$ cat src/rtl/adder_pkg.sv
// Shared definitions for the add/sub pipeline.
//   MODE_ADD / MODE_SUB : encodings of the per-beat mode input.
//   sat_max / sat_min   : most positive / most negative two's-complement value of a
//                         given width, returned sign-extended to 64 bits so callers
//                         can take the low bits they need.
package adder_pkg;

  localparam logic MODE_ADD = 1'b0;
  localparam logic MODE_SUB = 1'b1;

  // 2^(width-1) - 1
  function automatic logic [63:0] sat_max(input int unsigned width);
    return (64'd1 << (width - 1)) - 64'd1;
  endfunction

  // -2^(width-1); the bitwise complement of sat_max is exactly that, sign-extended.
  function automatic logic [63:0] sat_min(input int unsigned width);
    return ~sat_max(width);
  endfunction

endpackage

$ cat src/rtl/add_sub_lane.sv
// One combinational add/subtract lane with signed overflow detect.
// Optional saturation is enabled by defining ADD_SUB_PIPE_SAT_EN; otherwise the
// result wraps modulo 2^BIT. The ovf flag is identical in both builds.
// Ports:
//   a, b  : BIT-bit two's-complement operands
//   mode  : MODE_ADD (a+b) or MODE_SUB (a-b)
//   c     : BIT-bit result (wrapped or saturated)
//   ovf   : exact result did not fit in BIT bits
module add_sub_lane
  import adder_pkg::*;
#(
  parameter int unsigned BIT = 40
) (
  input  logic [BIT-1:0] a,
  input  logic [BIT-1:0] b,
  input  logic           mode,
  output logic [BIT-1:0] c,
  output logic           ovf
);

  logic [BIT:0] a_ext;
  logic [BIT:0] b_ext;
  logic [BIT:0] sum;

  // One guard bit makes every BIT-bit add/sub exact, including a - (-2^(BIT-1)).
  assign a_ext = {a[BIT-1], a};
  assign b_ext = {b[BIT-1], b};
  assign sum   = (mode == MODE_SUB) ? (a_ext - b_ext) : (a_ext + b_ext);

  // The exact result fits iff the guard bit equals the result sign bit.
  assign ovf = sum[BIT] ^ sum[BIT-1];

`ifdef ADD_SUB_PIPE_SAT_EN
  localparam logic [63:0] MaxFull = sat_max(BIT);
  localparam logic [63:0] MinFull = sat_min(BIT);

  // Guard bit carries the true sign of the exact result.
  always_comb begin
    c = sum[BIT-1:0];
    if (ovf) begin
      c = sum[BIT] ? MinFull[BIT-1:0] : MaxFull[BIT-1:0];
    end
  end
`else
  assign c = sum[BIT-1:0];
`endif

endmodule

$ cat src/rtl/add_sub_pipe.sv
// Multi-lane pipelined signed adder/subtractor with valid/ready handshake.
// Arithmetic is registered into stage 0; stages 1..STAGES-1 only delay the data.
// Each stage advances when valid and the next stage is empty or advancing, so the
// pipe runs at one beat per cycle and stalls cleanly under backpressure.
// Optional macro: ADD_SUB_PIPE_SAT_EN (saturate on overflow instead of wrapping).
// Ports:
//   clk, rst_n          : clock, asynchronous active-low reset
//   in_valid / in_ready : input handshake
//   mode                : 0 add, 1 subtract, for all lanes of the beat
//   A_in, B_in          : LANES packed BIT-bit operands, lane i at [i*BIT +: BIT]
//   out_valid/out_ready : output handshake
//   C_out               : packed per-lane results
//   ovf                 : per-lane signed overflow flags
module add_sub_pipe
  import adder_pkg::*;
#(
  parameter int unsigned BIT    = 40,
  parameter int unsigned LANES  = 4,
  parameter int unsigned STAGES = 2
) (
  input  logic                 clk,
  input  logic                 rst_n,
  input  logic                 in_valid,
  output logic                 in_ready,
  input  logic                 mode,
  input  logic [LANES*BIT-1:0] A_in,
  input  logic [LANES*BIT-1:0] B_in,
  output logic                 out_valid,
  input  logic                 out_ready,
  output logic [LANES*BIT-1:0] C_out,
  output logic [LANES-1:0]     ovf
);

  logic [LANES*BIT-1:0] lane_c;
  logic [LANES-1:0]     lane_ovf;

  for (genvar i = 0; i < LANES; i++) begin : g_lane
    add_sub_lane #(
      .BIT (BIT)
    ) u_lane (
      .a    (A_in[i*BIT +: BIT]),
      .b    (B_in[i*BIT +: BIT]),
      .mode (mode),
      .c    (lane_c[i*BIT +: BIT]),
      .ovf  (lane_ovf[i])
    );
  end

  logic [STAGES-1:0]    valid_q;
  logic [STAGES-1:0]    valid_d;
  logic [STAGES-1:0]    adv;
  logic [STAGES-1:0]    load;
  logic [LANES*BIT-1:0] data_q [STAGES];
  logic [LANES-1:0]     ovf_q  [STAGES];
  logic [LANES*BIT-1:0] data_in [STAGES];
  logic [LANES-1:0]     ovf_in  [STAGES];
  logic                 in_fire;

  // Advance chain runs from the output back to stage 0; it depends only on state
  // and out_ready, so in_ready never sees in_valid.
  for (genvar k = 0; k < STAGES; k++) begin : g_stage
    if (k == STAGES - 1) begin : g_last
      assign adv[k] = valid_q[k] & out_ready;
    end else begin : g_mid
      assign adv[k] = valid_q[k] & (~valid_q[k+1] | adv[k+1]);
    end

    if (k == 0) begin : g_first
      assign load[k]    = in_fire;
      assign data_in[k] = lane_c;
      assign ovf_in[k]  = lane_ovf;
    end else begin : g_next
      assign load[k]    = adv[k-1];
      assign data_in[k] = data_q[k-1];
      assign ovf_in[k]  = ovf_q[k-1];
    end
  end

  assign in_ready = ~valid_q[0] | adv[0];
  assign in_fire  = in_valid & in_ready;

  // A stage that both empties and refills stays valid.
  always_comb begin
    valid_d = valid_q;
    for (int k = 0; k < STAGES; k++) begin
      if (adv[k]) begin
        valid_d[k] = 1'b0;
      end
      if (load[k]) begin
        valid_d[k] = 1'b1;
      end
    end
  end

  always_ff @(posedge clk or negedge rst_n) begin
    if (!rst_n) begin
      valid_q <= '0;
      for (int k = 0; k < STAGES; k++) begin
        data_q[k] <= '0;
        ovf_q[k]  <= '0;
      end
    end else begin
      valid_q <= valid_d;
      for (int k = 0; k < STAGES; k++) begin
        if (load[k]) begin
          data_q[k] <= data_in[k];
          ovf_q[k]  <= ovf_in[k];
        end
      end
    end
  end

  assign out_valid = valid_q[STAGES-1];
  assign C_out     = data_q[STAGES-1];
  assign ovf       = ovf_q[STAGES-1];

endmodule

$ cat config.mk
export PLATFORM = sky130hd
export DESIGN_NAME = add_sub_pipe
export DESIGN_NICKNAME = d
export VERILOG_FILES = /design/src/rtl/adder_pkg.sv /design/src/rtl/add_sub_lane.sv /design/src/rtl/add_sub_pipe.sv
export SDC_FILE = /design/constraint.sdc
export NUM_CORES = 1
export LEC_CHECK = 0
export ABC_AREA = 1
export ABC_CLOCK_PERIOD_IN_PS = 3300
export CORE_MARGIN = 5
export CORE_UTILIZATION = 60
export CTS_BUF_LIST = sky130_fd_sc_hd__clkbuf_2
export DETAILED_ROUTE_END_ITERATION = 10
export GPL_ROUTABILITY_DRIVEN = 0
export PLACE_DENSITY = 0.93
export SETUP_SLACK_MARGIN = 0.3
export SLEW_MARGIN = 20
export SYNTH_ARGS = -nofsm -noshare
export SYNTH_HDL_FRONTEND = slang
export SYNTH_SLANG_ARGS = --single-unit
export TNS_END_PERCENT = 30
$ cat constraint.sdc
create_clock -name clk -period 3.3 [get_ports clk]
set_input_delay 0.66 -clock clk [delete_from_list [all_inputs] [get_ports clk]]
set_output_delay 0.66 -clock clk [all_outputs]
set_load 0.01 [all_outputs]
==> results of run 1 <==
metal layers:
layer	GRT overflow	global-route usage, %
met5	0	39.9
met3	11	70.2
met2	157	92.5
met4	106	76.8
met1	4	76.0
synthesized netlist by cell type (all sizes together) (2+ instances only):
| library cell | count | share of area (%) |
|---|---|---|
| o21a | 8 | 0.22 |
| nor3 | 49 | 1.0 |
| o31ai | 11 | 0.30 |
| dfrtp | 330 | 30 |
| xor2 | 151 | 4.9 |
| a21oi | 215 | 4.0 |
| nand3 | 190 | 3.7 |
| clkbuf | 30 | 0.41 |
| o21bai | 42 | 1.2 |
| nand4 | 34 | 0.83 |
| and3 | 2 | 0.046 |
| o211ai | 4 | 0.13 |
| nor2 | 446 | 6.3 |
| or2 | 24 | 0.55 |
| nor4 | 22 | 0.53 |
| o21ai | 280 | 5.3 |
| nand3b | 24 | 0.66 |
| and2 | 4 | 0.092 |
| a21o | 7 | 0.19 |
| buf | 45 | 0.81 |
| mux2 | 129 | 5.3 |
| a31oi | 23 | 0.53 |
| o22ai | 6 | 0.14 |
| fa | 4 | 0.29 |
| xnor2 | 80 | 2.6 |
| ha | 164 | 7.5 |
| inv | 482 | 6.6 |
| nand2 | 1104 | 15 |
| a21boi | 3 | 0.083 |
kinds of logic after synthesis:
family | count (synthesis) | share of synthesized area [%]
muxes | 129 | 5.33
AOI/OAI and AO/OA | 601 | 12.2
buffers and inverters | 557 | 7.87
and+or+nand+nor | 1900 | 29.1
adders and majority gates | 168 | 7.82
DFF | 330 | 30.3
xor gates and xnor gates | 231 | 7.43
per-stage QoR:
stage	TNS, ps	area (um2)	util, %
floorplan	0	27800	-
global placement	-66360	39100	86.6
detailed placement	-101730	39100	86.6
CTS	0	40500	89.6
timing repair:
| item | 4_1_cts |
|---|---|
| setup endpoints to repair | 63 |
| gates resized for setup | 130 |
| endpoints found under the hold margin | 164 |
| buffers inserted | 11 |
| hold buffers | 1 |
| pin swaps | 42 |
==> run metrics, run 1 <==
syn nets 4,409; FFs w/ async S/R, synth 100%; Main synth FF type dfrtp_1; Congestion Overflow GR 278; row count 78; Tool Error [ERROR GRT-0116] Global routing finished with congestion. Check the congestion regions in the DRC Viewer.; Die Span X 223 um; vias in the first global route 47,400; io pins 491; GRT Total Usage 78.6%; number of enable-type register cells in the synthesized netlist 0; netlist area before placement 27,200 um2; Mean Syn Cell Area 6.96 um2; proportion of synthesized chip area in sequential cells 30.3%; Initial Util 60.3%; pin count of the biggest net entering global routing 161; buffer type at the clock tree root clkbuf_2; Stopped at global routing; outcome stopped before the end; synth unique cells 50; wire length of the first global-routing pass 305 mm; count of H-tree levels built during CTS 3; Gate Count Post-Synth 3,916; Vert. Die Dim 223 um; # clock sinks 330; Place WS -1100 ps; TritonCTS buffer count 89; number of register bits inferred by synthesis 330; warning count from the yosys run 0; cell count after placement 5,712; count of buffers inserted at the top-level ports 490; post-detail-place hpwl 102 mm; maximum buffer depth of the clock tree 3
==> run 2: changes to the inputs <==
- CORE_UTILIZATION: 60 -> 40
- CTS_BUF_LIST: sky130_fd_sc_hd__clkbuf_2 -> not set
- PLACE_DENSITY: 0.93 -> not set
- PLACE_DENSITY_LB_ADDON: not set -> 0.15
- SETUP_SLACK_MARGIN: 0.3 -> not set
==> run metrics, run 2 <==
outcome finished, final reports clean; wire length of the first global-routing pass 166 mm; maximum resistive drop on vdd 0.520 mV; endpoint type of the worst setup path flip-flop; Place WS -1020 ps; leading cell type in the layout, fill and taps excluded nand2_1; crit path buf inv count 6; hold violation total from the final report 0; peak clock frequency supported by timing 309 MHz; Main synth FF type dfrtp_1; row count 95; GRT Total Usage 27.9%; R2R Path End data_in[92]; largest stage delay on the critical path 410 ps; Clock Pin Slew Worst Setup and Hold Paths 60 ps; slack of the critical path 66.4 ps; clock latency reported for the late side of the worst-skew pair 590 ps; library cell with the largest summed area after synthesis dfrtp_1; maximum buffer depth of the clock tree 3; initial antenna violation count 3; number of max-capacitance violations reported 0; RSZ-0062 raised after global routing yes; count of H-tree levels built during CTS 2; critical path peak fanout 5; Worst Hold Class flip-flop to flip-flop; max-slew violation total from the final report 0; Mean Syn Cell Area 6.96 um2; most frequently used cell type in the post-synthesis netlist nand2_1; proportion of synthesized chip area in sequential cells 30.3%; power per cell area 507 nW/um2; area delta synth->final 63.9%; Worst Setup Path Type input port to flip-flop; cell depth of the worst flop-to-flop path 4; pin count of the biggest net entering global routing 153; layout cell share with drive strength beyond 1 33.6%; number of enable-type register cells in the synthesized netlist 0; part of the cycle the worst path needs 98.0%; kind of cell adding the most delay to the critical path simple AND/OR/NAND/NOR gates; final number of setup-violating endpoints 0; netlist area before placement 27,200 um2; starting DRC count in detailed routing 2,052; TritonCTS buffer count 40; vias in the first global route 30,400; # clock sinks 330; R2R setup slack 1100 ps; Die Area 73,400 um2; Finished Core Util 66.3%; startpoint of the worst-slack reg-to-reg timing path valid_q[1]; Hold EP data_in[74]; number of filler cells placed in the layout 5,699; TritonCTS clock tree done; Die Span X 271 um; DRC 0; core region area 67,400 um2; most used cells in the layout excluding fill and tap cells 968 x nand2_1, 910 x buf_4, 435 x inv_1; DR vias/cell 5.05; time the worst path needs with I/O delays and setup 3230 ps; wirelength, routed 110 mm; cell at the slowest stage of the critical path clkdlybuf4s50_1; number of register bits inferred by synthesis 330; worst rel slew slack 41.5%; FFs w/ async S/R, synth 100%; Leakage Power 22.0 nW; warning count from the yosys run 0; top cells by area in the synthesized netlist dfrtp_1 30%, nand2_1 15%, ha_1 7.5%, inv_1 6.6%, nor2_1 6.0%; syn nets 4,409; startpoint kind of the worst setup timing path input port; fin nets 5,803; Worst Skew 22.1 ps; required time reported for the critical path endpoint 3760 ps; data arrival time of the critical path 3700 ps; Initial Util 40.4%; transition at the pin with the smallest max-transition slack 877 ps; Synth top cells by count 1,090 x nand2_1, 480 x inv_1, 433 x nor2_1; number of detailed-routing iterations run before antenna repair 6; start point of the worst min-delay path data_in[74]; Congestion Overflow GR 0; Gate Count Post-Synth 3,916; area share of the largest cell type after synthesis 30.3%; DR WL/cell 17.7 um; via count 31,400; buffer type at the clock tree root clkbuf_16; Vert. Die Dim 271 um; hold path cells 2; Antenna Violating Nets Remaining 0; count of buffers inserted at the top-level ports 490; post-detail-place hpwl 86.2 mm; io pins 491; synth unique cells 50
[run 2: cell counts after synthesis]
No cell type changed its count.
[run 2: through the flow]
step / hold WS [ps] / instances / cell area (um2) / TNS, ps / total power [mW]
2_1_floorplan: 364 / 3916 / 27200 / 0 / 10.9
3_3_place_gp: 461 / 6059 / 39500 / -85340 / 16.6
3_5_place_dp: 464 / 6059 / 39500 / -87580 / 16.7
4_1_cts: 480 / 6172 / 42200 / -182 / 22.1
5_1_grt: 498 / 6216 / 44700 / -1160 / 24.0
6_report: 474 / 6216 / 44700 / 0 / 22.6
[run 2: power by group]
part,internal (mW),switching [mW],total (mW)
Clock,3.04,1.91,4.95
Sequential,5.55,0.837,6.39
Combinational,5.81,5.50,11.3
[run 2: metal layers]
layer / track usage, % / share of wire, % / vias to the layer above
met3: 3.85 / 5.6 / 224
met5: 0 / 0 / -
li1: - / - / 15500
met1: 36.6 / 43 / 14700
met2: 48.1 / 48 / 981
met4: 8.17 / 3.5 / 0
[run 2: cells by family after synthesis]
| group | Yosys count | synth area share, % |
|---|---|---|
| flip-flops | 330 | 30.3 |
| AND/OR/NAND/NOR | 1900 | 29.1 |
| multiplexers | 129 | 5.33 |
| AO/OA/AOI/OAI | 601 | 12.2 |
| XOR/XNOR | 231 | 7.43 |
| adder cells (fa/ha/maj) | 168 | 7.82 |
| buffers and inverters | 557 | 7.87 |
[run 2: layout make-up]
cell class | instances | area [um2] | share of cell area, %
Inverter | 482 | 1820 | 4.06
Sequential cell | 330 | 8260 | 18.5
Antenna cell | 2 | 5.00 | 0.0112
Timing Repair Buffer | 1427 | 12300 | 27.4
Clock buffer | 50 | 1120 | 2.51
Tap cell | 873 | 1090 | 2.45
Clock inverter | 23 | 338 | 0.756
Multi-Input combinational cell | 3029 | 19800 | 44.3
[run 2: worst max-delay path by stage]
stage,startpoint,end,slack (ps),cells past startpoint
2_1_floorplan,B_in[81],ovf_in[2],60,23
3_3_place_gp,B_in[83],data_in[116],-1050,21
3_5_place_dp,B_in[83],data_in[100],-1020,20
4_1_cts,B_in[125],ovf_in[3],-30,22
5_1_grt,B_in[1],data_in[39],-120,24
6_report,B_in[1],ovf_in[0],70,26
[run 2: repair_timing]
item                       CTS  global route
hold buffers                 1             0
hold endpoints to repair    16             0
setup buffers               41            46
setup endpoints to repair   89           112
pin swaps                  128           293
resized for setup          286           604
[run 2: worst register-to-register path, delay by kind of cell, from the launching register on]
family / cells / cell delay [ps]
and+or+nand+nor: 2 / 620
buffers and inverters: 1 / 360
DFF: 1 / 480
AOI/OAI and AO/OA: 1 / 570
Power figures use the tool's default switching activity.
